`config.mk`:
```
export PLATFORM = sky130hd
export DESIGN_NAME = regbank_stream_reader_flat
export DESIGN_NICKNAME = d
export VERILOG_FILES = /design/src/rtl/regbank_stream_reader_if.sv /design/src/rtl/regbank_stream_reader.sv /design/src/flat_wrapper.sv
export SDC_FILE = /design/constraint.sdc
export NUM_CORES = 1
export LEC_CHECK = 0
export ABC_AREA = 1
export CORE_AREA = 2 2 124 126
export DETAILED_ROUTE_END_ITERATION = 7
export DIE_AREA = 0 0 126 128
export GPL_TIMING_DRIVEN = 0
export HOLD_SLACK_MARGIN = 0.02
export PLACE_DENSITY = 0.83
export SKIP_LAST_GASP = 1
export SYNTH_ARGS = -nofsm -noshare
export SYNTH_HDL_FRONTEND = slang
export SYNTH_SLANG_ARGS = --single-unit
```
`constraint.sdc`:
```
create_clock -name clk -period 5.57 [get_ports clk]
set_clock_uncertainty 0.05 [all_clocks]
set_input_delay 1.114 -clock clk [delete_from_list [all_inputs] [get_ports clk]]
set_output_delay 1.114 -clock clk [all_outputs]
set_load 0.05 [all_outputs]
```
`src/rtl/regbank_stream_reader_if.sv`:
```
// Bundle for the register bank: random-access write port plus the valid/ready read stream.
// The master side is the producer/consumer; the slave side is the bank itself.
interface regbank_stream_reader_if #(
  parameter int unsigned WIDTH = 20,
  parameter int unsigned DEPTH = 8
);
  localparam int unsigned ADDR_W = $clog2(DEPTH);

  logic              wr_en;
  logic [ADDR_W-1:0] wr_addr;
  logic [WIDTH-1:0]  wr_data;
  logic              start;
  logic              busy;
  logic [WIDTH-1:0]  out_data;
  logic              out_valid;
  logic              out_ready;
  logic              done;

  modport master (
    output wr_en, wr_addr, wr_data, start, out_ready,
    input  busy, out_data, out_valid, done
  );

  modport slave (
    input  wr_en, wr_addr, wr_data, start, out_ready,
    output busy, out_data, out_valid, done
  );
endinterface

```
`src/rtl/regbank_stream_reader.sv`:
```
// Register bank written by address, drained entry 0..DEPTH-1 onto a registered
// valid/ready stream after a start pulse.
module regbank_stream_reader #(
  parameter int unsigned WIDTH = 20,
  parameter int unsigned DEPTH = 8
) (
  input logic                    clk,
  input logic                    arst_n_in,
  regbank_stream_reader_if.slave bus
);
  localparam int unsigned ADDR_W = $clog2(DEPTH);
  localparam logic [ADDR_W:0] DepthCnt = (ADDR_W+1)'(DEPTH);

  typedef enum logic [0:0] {StIdle, StStream} state_e;

  state_e            state_q, state_d;
  logic [WIDTH-1:0]  mem_q [DEPTH];
  logic [WIDTH-1:0]  out_data_q, out_data_d;
  logic              out_valid_q, out_valid_d;
  logic              done_q, done_d;
  logic [ADDR_W:0]   rd_idx_q, rd_idx_d;
  logic [ADDR_W:0]   ld_idx;
  logic              ld;
  logic              xfer;
  logic              wr_ok;
  logic              fwd;

  assign xfer  = out_valid_q && bus.out_ready;
  assign wr_ok = bus.wr_en && ({1'b0, bus.wr_addr} < DepthCnt);
  // A same-cycle write to the entry being loaded wins over the stored value.
  assign fwd   = bus.wr_en && ({1'b0, bus.wr_addr} == ld_idx);

  always_ff @(posedge clk or negedge arst_n_in) begin
    if (!arst_n_in) begin
      for (int unsigned i = 0; i < DEPTH; i++) mem_q[i] <= '0;
    end else if (wr_ok) begin
      mem_q[bus.wr_addr] <= bus.wr_data;
    end
  end

  always_ff @(posedge clk or negedge arst_n_in) begin
    if (!arst_n_in) begin
      state_q     <= StIdle;
      out_data_q  <= '0;
      out_valid_q <= 1'b0;
      done_q      <= 1'b0;
      rd_idx_q    <= '0;
    end else begin
      state_q     <= state_d;
      out_data_q  <= out_data_d;
      out_valid_q <= out_valid_d;
      done_q      <= done_d;
      rd_idx_q    <= rd_idx_d;
    end
  end

  always_comb begin
    state_d = state_q;
    unique case (state_q)
      StIdle:   if (bus.start) state_d = StStream;
      StStream: if (xfer && rd_idx_q == DepthCnt) state_d = StIdle;
      default:  state_d = StIdle;
    endcase
  end

  always_comb begin
    out_data_d  = out_data_q;
    out_valid_d = out_valid_q;
    rd_idx_d    = rd_idx_q;
    done_d      = 1'b0;
    ld_idx      = rd_idx_q;
    ld          = 1'b0;
    unique case (state_q)
      StIdle: begin
        if (bus.start) begin
          ld_idx      = '0;
          ld          = 1'b1;
          out_valid_d = 1'b1;
          rd_idx_d    = (ADDR_W+1)'(1);
        end
      end
      StStream: begin
        if (xfer) begin
          if (rd_idx_q == DepthCnt) begin
            out_valid_d = 1'b0;
            done_d      = 1'b1;
          end else begin
            ld       = 1'b1;
            rd_idx_d = rd_idx_q + 1'b1;
          end
        end
      end
      default: ;
    endcase
    if (ld) out_data_d = fwd ? bus.wr_data : mem_q[ld_idx[ADDR_W-1:0]];
  end

  assign bus.busy      = (state_q == StStream);
  assign bus.out_data  = out_data_q;
  assign bus.out_valid = out_valid_q;
  assign bus.done      = done_q;
endmodule

```
`src/flat_wrapper.sv`:
```
// flat-port wrapper written by rule: the top's interface ports become plain ports
module regbank_stream_reader_flat 
#(
  parameter int unsigned WIDTH = 20,
  parameter int unsigned DEPTH = 8
)
  (clk, arst_n_in, bus_wr_en, bus_wr_addr, bus_wr_data, bus_start, bus_out_ready, bus_busy, bus_out_data, bus_out_valid, bus_done);
  regbank_stream_reader_if #(.WIDTH(WIDTH), .DEPTH(DEPTH)) bus_i ();
  input logic clk;
  input logic arst_n_in;
  input wire logic [$bits(bus_i.wr_en)-1:0] bus_wr_en;
  input wire logic [$bits(bus_i.wr_addr)-1:0] bus_wr_addr;
  input wire logic [$bits(bus_i.wr_data)-1:0] bus_wr_data;
  input wire logic [$bits(bus_i.start)-1:0] bus_start;
  input wire logic [$bits(bus_i.out_ready)-1:0] bus_out_ready;
  output wire logic [$bits(bus_i.busy)-1:0] bus_busy;
  output wire logic [$bits(bus_i.out_data)-1:0] bus_out_data;
  output wire logic [$bits(bus_i.out_valid)-1:0] bus_out_valid;
  output wire logic [$bits(bus_i.done)-1:0] bus_done;
  assign bus_i.wr_en = bus_wr_en;
  assign bus_i.wr_addr = bus_wr_addr;
  assign bus_i.wr_data = bus_wr_data;
  assign bus_i.start = bus_start;
  assign bus_i.out_ready = bus_out_ready;
  assign bus_busy = bus_i.busy;
  assign bus_out_data = bus_i.out_data;
  assign bus_out_valid = bus_i.out_valid;
  assign bus_done = bus_i.done;
  regbank_stream_reader #(.WIDTH(WIDTH), .DEPTH(DEPTH)) u_core (.clk(clk), .arst_n_in(arst_n_in), .bus(bus_i));
endmodule
```
# Word level (Yosys, flattened, before mapping)
# Cells that the tools add are included.
# word_totals
reg_bits	187
in_bits	28
output_inout_bits	23
elab_cells	58
# classes
add_sub_neg	1
n_lt_le_gt_ge	3
n_eq_ne	6
mux	26
n_bitwise	3
n_reduce_logical	6
# ops
cell	n
$bwmux W160	1
$mux W20	4
$bmux W20 S3	1
$demux W20 S3	1
$mux W4	5
$mux W1	10
$ge A4 B4 Y1 const B	2
$ne A2 B2 Y1 const B	4
$not A3 Y4	2
$pmux W4 S2	1
$pmux W1 S2	3
$reduce_and A3 Y1	2
$add A4 B1 Y4 const B	1
$eq A3 B4 Y1	1
$eq A4 B4 Y1 const B	1
$logic_and A1 B1 Y1	4
$lt A4 B1 Y1 const B	1
$not A1 Y1	1

# Longest topological paths before layout
# Gate-level depths: netlist of run 1.
# logic_depth
word_depth	7
mapped_depth	13
depth_no_buf	11

# Worst setup path before layout of run 1
# No wires, ideal clock.
# synth_path
path_type	input to register
from	input port bus_start
to	register u_core.out_data_q[0], in the netlist u_core.bus.out_data[0]
setup_ps	118
arrival_time_ps	1960
required_ps	5402
path_slack_ps	3442
stages	12
n_path_buf	2
path_cell_list	nand2_4 -> buf_8 -> nand2_2 -> nand2_2 -> nand2_2 -> nor2_4 -> nand2_1 -> buf_6 -> nand3_1 -> nand2_1 -> nand2_1 -> nand2_1
# synth_between
elab_chain_cells	7
elab_cells_between_ends	11
classes_between	eq/ne (1); mux (8); bitwise (1); reduce/logical (1)
# synth_rtl
item	line_no	rtl
from (decl)	flat_wrapper.sv:14	input wire logic [$bits(bus_i.start)-1:0] bus_start;
$mux W4	regbank_stream_reader.sv:75	if (bus.start) begin
$mux W4	regbank_stream_reader.sv:73	unique case (state_q)
$not A3 Y4 (not written as such)	regbank_stream_reader.sv:95	if (ld) out_data_d = fwd ? bus.wr_data : mem_q[ld_idx[ADDR_W-1:0]];
$bmux W20 S3	regbank_stream_reader.sv:95	
$mux W20 (not written as such) (2 in series)	regbank_stream_reader.sv:95	
$mux W20	regbank_stream_reader.sv:95	
to (signal assigned)	regbank_stream_reader.sv:50	out_data_q <= out_data_d;
to (decl)	regbank_stream_reader.sv:18	logic [WIDTH-1:0] out_data_q, out_data_d;
# Several ways; a longest one is shown, not always the timed one. The select of a mux whose other input is x is not followed.
# A chain may end at the register's enable or synchronous reset.

# Final worst setup path of run 1
# layout_path
from	register u_core.state_q, in the netlist u_core.bus.busy
to	output port bus_busy
# layout_rtl
item	line_no	rtl
from (decl)	regbank_stream_reader.sv:16	state_e state_q, state_d;
from (signal assigned)	regbank_stream_reader.sv:43	state_q <= StIdle;
from (signal assigned)	regbank_stream_reader.sv:49	state_q <= state_d;
to (decl)	flat_wrapper.sv:16	output wire logic [$bits(bus_i.busy)-1:0] bus_busy;
# No word-level cell between the ends.

==> out/metrics.cfg, run 1 <==
[run_status]
outcome=finished, final reports clean

[worst_setup_path]
cp-startpoint=u_core.bus.busy
path_buf_inv=1
crit_chain=clkdlybuf4s50_1
crit_family=buffers and inverters
path_max_fanout=4
r2r_setup_slack_ns=3.19
worstPathRequired_ns=4.41
endpoint=bus_busy
reg2reg_depth=12
worstSetupPathType=reg -> out
cp-end-kind=output pin
cp-start-kind=flip-flop
cp.depth=1
r2r-start=u_core.rd_idx_q[0]
r2r-end=u_core.bus.out_data[0]
slowest_stage=clkdlybuf4s50_1
slowest_delay_ns=0.82
arrival_ns=1.67

[floorplanning]
dieArea_sq_um=16100
rows=45
io_pins=51
start_util_pct=62.2
die_w_um=126
die_h_um=128
core_region_area_sq_um=14900

[yosys]
ys_ff_latch=187
synth_top_area_cell=dfrtp_1
synthTopCellsByArea=dfrtp_1, nand2_1, nand3_1, o21ai_0, inv_1
synth_nets=1244
netlist_instances=1214
yosysUniqueCellTypes=25
synth_seq_area_share_pct=50.6
syn_area_per_cell_sq_um=7.61
synth.top_cell.area_share_pct=50.6
netlist_area_sq_um=9240
ys_warn_count=0

[timing]
slew_headroom_pct=45.1
finalCritPeriodShare_pct=50.9
worst_slack_ns=2.74
tightest_slew_ns=0.824
rsz0062_at_grt=no
setup_tns_ns=0
hold_viol_final=0
max_freq_mhz=353
setup_viol=0
worst_hold_slack_ns=0.425
fin_crit_ns=2.83
finalMaxSlewViolations=0

[grt]
grt_pass1_vias=7969
grt_pass1_wl_mm=40.3
grt_max_degree=112
antenna_found_initial=0
grt-ovfl-total=0
grt_usage_pct=31.4

[route]
vias_per_cell=5.68
dr.max_layer_used=met4
first_pass_iters=6
vias=8436
drtAntennaViolNets=0
first_iter_violations=1094
drt_drc_violations_left=0
dr_wl_met3_mm=2.11
finalWirelength_mm=24.0
drt-met1-wl_mm=10.4
route.met2.wl_mm=11.0
wire_per_inst_um=16.1

[place]
place_ws_ns=2.44
placed_area_sq_um=10000
gp_congestion=0.921
port_buffers=50
dp.cells=1453
dp_hpwl_mm=16.9

[power]
pwr-share-seq_pct=32.8
ir_drop_v=0.000335
p_leak_nw=5.40
power.total_mw=5.62
internal_power_mw=3.29
powerDensity_nw_per_um2=527
pwr-share-comb_pct=43.8
p_sw_mw=2.33
swShare_pct=41.4
p_clk_share_pct=23.5

[job]
cap_violations=0

[cells_and_area]
syn_to_final_growth_pct=15.3
final_layout_size_suffix_gt1_share_pct=6.48
final_nets=1314
n_antenna_cell=0
stdcell_area_sq_um=10700
stdcell_count=1484
post-route-util_pct=71.7

[clock_tree]
cts.sinks=187
holdBufCountCts=0
cts_tree=done
numCtsBuffers=17
clock_path_buffers=2
post_cts_buffers=0
clock_latency_ns=0.44
post_cts_resized=0
htree_levels=4
cts-root-buf=clkbuf_16
clk_pin_slew_worst_paths_ns=0.07

[min_path]
whs_path_depth=2
min_path_type=reg -> reg

-- sequential cells by signal, summed over array words and instances (netlist names) --
| register | cells |
|---|---|
| u_core.mem_q | 160 |
| u_core.bus.done | 1 |
| u_core.bus.out_valid | 1 |
| u_core.bus.busy | 1 |
| u_core.rd_idx_q | 4 |
| u_core.bus.out_data | 20 |
-- layout by cell type, fill, tap and decap left out, types with 3 or more instances in the layout --
cell type | Yosys | routed
buf_2 | 31 | 31
buf_6 | 9 | 9
bufinv_16 | 0 | 4
clkbuf_1 | 38 | 38
clkbuf_16 | 0 | 17
clkbuf_8 | 0 | 4
clkdlybuf4s50_1 | 0 | 49
clkinv_2 | 0 | 3
dfrtp_1 | 187 | 187
inv_1 | 131 | 131
nand2_1 | 339 | 339
nand2_2 | 3 | 3
nand3_1 | 188 | 188
nand3b_1 | 21 | 21
nor2_1 | 86 | 86
o21ai_0 | 144 | 144
o21ai_1 | 20 | 20
-- worst min-delay path by stage --
stage	start	end	slack, ns
6_report	u_core.bus.out_data[18]	u_core.bus.out_data[18]	0.42
5_1_grt	u_core.mem_q[92]	u_core.mem_q[92]	0.44
4_1_cts	u_core.mem_q[98]	u_core.mem_q[98]	0.43
3_5_place_dp	u_core.bus.out_data[10]	u_core.bus.out_data[10]	0.41
3_3_place_gp	u_core.mem_q[92]	u_core.mem_q[92]	0.41
2_1_floorplan	u_core.mem_q[80]	u_core.mem_q[80]	0.39
-- cells in the mapped netlist (all sizes together) --
master	number
a21oi	2
a22oi	1
buf	44
clkbuf	38
dfrtp	187
ha	2
inv	132
nand2	344
nand3	188
nand3b	21
nand4	1
nor2	88
nor3	1
o21a	1
o21ai	164
-- routing by layer --
layer | GRT usage [%] | up-vias
met3 | 5.55 | 46
met4 | 9.89 | 0
met5 | 0 | -
li1 | - | 3999
met1 | 44.4 | 4008
met2 | 50.2 | 383
-- logic make-up (layout without fill, tap and decap cells) --
family | Yosys count | in the layout | share of synthesized area (%)
compound gates | 168 | 168 | 9.15
buf+inv | 214 | 296 | 10.0
flops | 187 | 187 | 50.6
fa+ha+maj | 2 | 2 | 0.271
simple gates | 643 | 643 | 29.9
-- power by group through the flow --
| stage | Clock (mW) | Sequential, mW | Combinational, mW |
|---|---|---|---|
| after floorplan | 0 | 2.08 | 1.46 |
| after global placement | 0 | 1.85 | 2.33 |
| after detailed placement | 0 | 1.86 | 2.37 |
| after CTS | 1.31 | 1.84 | 2.42 |
| after global routing | 1.37 | 1.88 | 2.73 |
| final | 1.32 | 1.84 | 2.46 |
-- layout make-up --
cell class,count,area (sq um)
multi-input combinational,813,3630
fill,1152,4210
clock inverter,10,161
sequential,187,4680
inverter,132,495
tap,188,235
clock buffer,21,480
timing repair buffer,51,533
buffer,82,433
Note: power is estimated with default switching activity, not from simulation.
==> inputs of run 2 (changes only) <==
--- a/config.mk
+++ b/config.mk
@@ -6,12 +6,12 @@
 export NUM_CORES = 1
 export LEC_CHECK = 0
 export ABC_AREA = 1
-export CORE_AREA = 2 2 124 126
+export CORE_AREA = 2 2 134 136
 export DETAILED_ROUTE_END_ITERATION = 7
-export DIE_AREA = 0 0 126 128
+export DIE_AREA = 0 0 136 138
 export GPL_TIMING_DRIVEN = 0
 export HOLD_SLACK_MARGIN = 0.02
-export PLACE_DENSITY = 0.83
+export PLACE_DENSITY = 0.75
 export SKIP_LAST_GASP = 1
 export SYNTH_ARGS = -nofsm -noshare
 export SYNTH_HDL_FRONTEND = slang
==> constraint.sdc (replaced) <==
create_clock -name clk -period 2.4 [get_ports clk]
set_clock_uncertainty 0.05 [all_clocks]
set_input_delay 0.48 -clock clk [delete_from_list [all_inputs] [get_ports clk]]
set_output_delay 0.48 -clock clk [all_outputs]
set_load 0.05 [all_outputs]
==> run 2 against run 1 <==
Against the previous run:
- the run now ends with hold timing left
- wire length decreased by 0.48%
- first-iteration DRC count decreased by 25%
- clock power increased by 120%
- clock-buffer cell count decreased by 2
- global-route usage decreased by 4.6 points
- critical path depth unchanged
- final cell count increased by 2.8%
- non-clock buffer count decreased by 1
- sequential power increased by 130%
- hold slack got worse by 0.45 ns
- register-to-register slack got worse by 2.9 ns
- sequential share of layout area about the same
- critical path type unchanged
- largest power group unchanged
- highest routed layer unchanged
==> out/metrics.cfg, run 2 (synthesis results as in run 1) <==
[route]
vias_per_cell=5.37  ; -5.6%
wire_per_inst_um=15.6  ; -3.2%
first_pass_iters=6  ; unchanged
finalWirelength_mm=23.8  ; -0.48%
first_iter_violations=823  ; -25%
drtAntennaViolNets=0  ; unchanged
vias=8187  ; -3.0%
drt_drc_violations_left=0  ; unchanged

[power]
pwr-share-seq_pct=33.2  ; +0.4 points
pwr-share-comb_pct=44.1  ; +0.3 points
power.total_mw=12.8  ; +130%
p_sw_mw=5.43  ; +130%
internal_power_mw=7.40  ; +120%
ir_drop_v=0.000637  ; +90%
p_leak_nw=5.38  ; -0.37%
swShare_pct=42.3  ; +0.91 points
p_clk_share_pct=22.6  ; -0.9 points
powerDensity_nw_per_um2=1200  ; +130%

[clock_tree]
holdBufCountCts=0  ; unchanged
clk_pin_slew_worst_paths_ns=0.07  ; about the same
clock_path_buffers=2  ; unchanged
post_cts_resized=0  ; unchanged
clock_latency_ns=0.44  ; about the same
htree_levels=4  ; unchanged
cts.sinks=187  ; unchanged
numCtsBuffers=17  ; unchanged
cts-root-buf=clkbuf_16
post_cts_buffers=0  ; unchanged
cts_tree=done

[grt]
grtUsageMet3_pct=4.66  ; -0.89 points
grt-ovfl-total=0  ; unchanged
grt_usage_pct=26.8  ; -4.6 points
grt_pass1_vias=7696  ; -3.4%
top_usage_layer=met2
gr-usage-met2_pct=40.6  ; -9.6 points
grtUsageMet1_pct=40.2  ; -4.2 points
grt_max_degree=98  ; -13%
grt_pass1_wl_mm=39.8  ; -1.4%
antenna_found_initial=0  ; unchanged

[cells_and_area]
stdcell_area_sq_um=10700  ; about the same
layout_common_cells=nand2_1, nand3_1, dfrtp_1
final_layout_size_suffix_gt1_share_pct=6.48  ; unchanged
final_nets=1313  ; -0.076%
n_antenna_cell=0  ; unchanged
post-route-util_pct=60.8  ; -11 points
top_register=u_core.mem_q
largest_register_ffs=160  ; unchanged
final_common_cell=nand2_1
syn_to_final_growth_pct=15.4  ; about the same

[worst_setup_path]
cp-end-kind=output pin
path_max_fanout=4  ; unchanged
r2r-start=u_core.rd_idx_q[0]
slowest_delay_ns=0.82  ; about the same
worstPathRequired_ns=1.87  ; -2.54 ns
crit_chain=clkdlybuf4s50_1
slowest_stage=clkdlybuf4s50_1
r2r-end=u_core.bus.out_data[10]
r2r_setup_slack_ns=0.29  ; -2.90 ns
cp-start-kind=flip-flop
reg2reg_depth=11  ; -1
worstSetupPathType=reg -> out
arrival_ns=1.65  ; -0.02 ns
path_buf_inv=1  ; unchanged
crit_family=buffers and inverters

[timing]
slew_headroom_pct=49.5  ; +4.4 points
tightest_slew_ns=0.758  ; -0.0655 ns
finalMaxSlewViolations=0  ; unchanged
setup_viol=0  ; unchanged
rsz0062_at_grt=no
max_freq_mhz=458
fin_crit_ns=2.18
finalCritPeriodShare_pct=90.9
worst_hold_slack_ns=-0.0296  ; -0.454 ns
hold_viol_final=9  ; +9

[min_path]
min_path_type=in -> async

[place]
gp_congestion=0.914  ; -0.74%
dp_hpwl_mm=17.3  ; +2.4%
port_buffers=50  ; unchanged
placed_area_sq_um=10100  ; +0.51%

[floorplanning]
dieArea_sq_um=18800  ; +16%
start_util_pct=52.7  ; -9.5 points
die_h_um=138  ; +7.8%
rows=49  ; +8.9%
io_pins=51  ; unchanged
die_w_um=136  ; +7.9%
core_region_area_sq_um=17500  ; +18%

[run_status]
outcome=finished, violations left
violations=hold timing

[job]
cap_violations=0  ; unchanged

run 2: power groups by stage:
stage	Sequential [mW]	Combinational (mW)	Clock, mW
finish	4.26	5.66	2.90
global route	4.33	6.35	3.07
CTS	4.26	5.63	2.93
detailed placement	4.30	5.57	0
global placement	4.29	5.47	0
floorplan	4.83	3.38	0
run 2: cell type report:
| cell class | instances | area [sq um] |
|---|---|---|
| plain buffers | 81 | 430 |
| inverters | 132 | 495 |
| clock buffers | 19 | 453 |
| flip-flops and latches | 187 | 4680 |
| well taps | 229 | 287 |
| repair buffers | 51 | 533 |
| fillers | 1596 | 6870 |
| clock inverters | 13 | 150 |
| multi-input cells | 813 | 3630 |
run 2: worst max-delay path by stage:
stage	startpoint	to	slack, ns	cells after the start
final	u_core.bus.busy	bus_busy	0.22	1
after global routing	u_core.rd_idx_q[0]	u_core.bus.out_data[1]	0.07	11
after CTS	u_core.rd_idx_q[0]	u_core.bus.out_data[10]	0.13	12
after detailed placement	bus_start	u_core.bus.out_data[14]	-0.08	11
after global placement	arst_n_in	u_core.mem_q[124]	-6.90	1
after floorplan	u_core.rd_idx_q[0]	u_core.bus.out_data[0]	0.51	12
run 2: metal layers:
layer	routed length, um	share of wire, %
met4	295	1.2
met1	11000	46
met3	1730	7.3
met2	10800	45
met5	0	0
run 2: stage by stage:
step           setup WS [ns]  hold WS [ns]   TNS, ns  instances
2_1_floorplan          0.509         0.134         0       1214
3_3_place_gp           -6.90         0.407  -1289.13       1493
3_5_place_dp         -0.0807         0.414     -1.35       1494
4_1_cts                0.128        0.0382         0       1526
5_1_grt               0.0725        0.0602         0       1525
6_report               0.217       -0.0296         0       1525
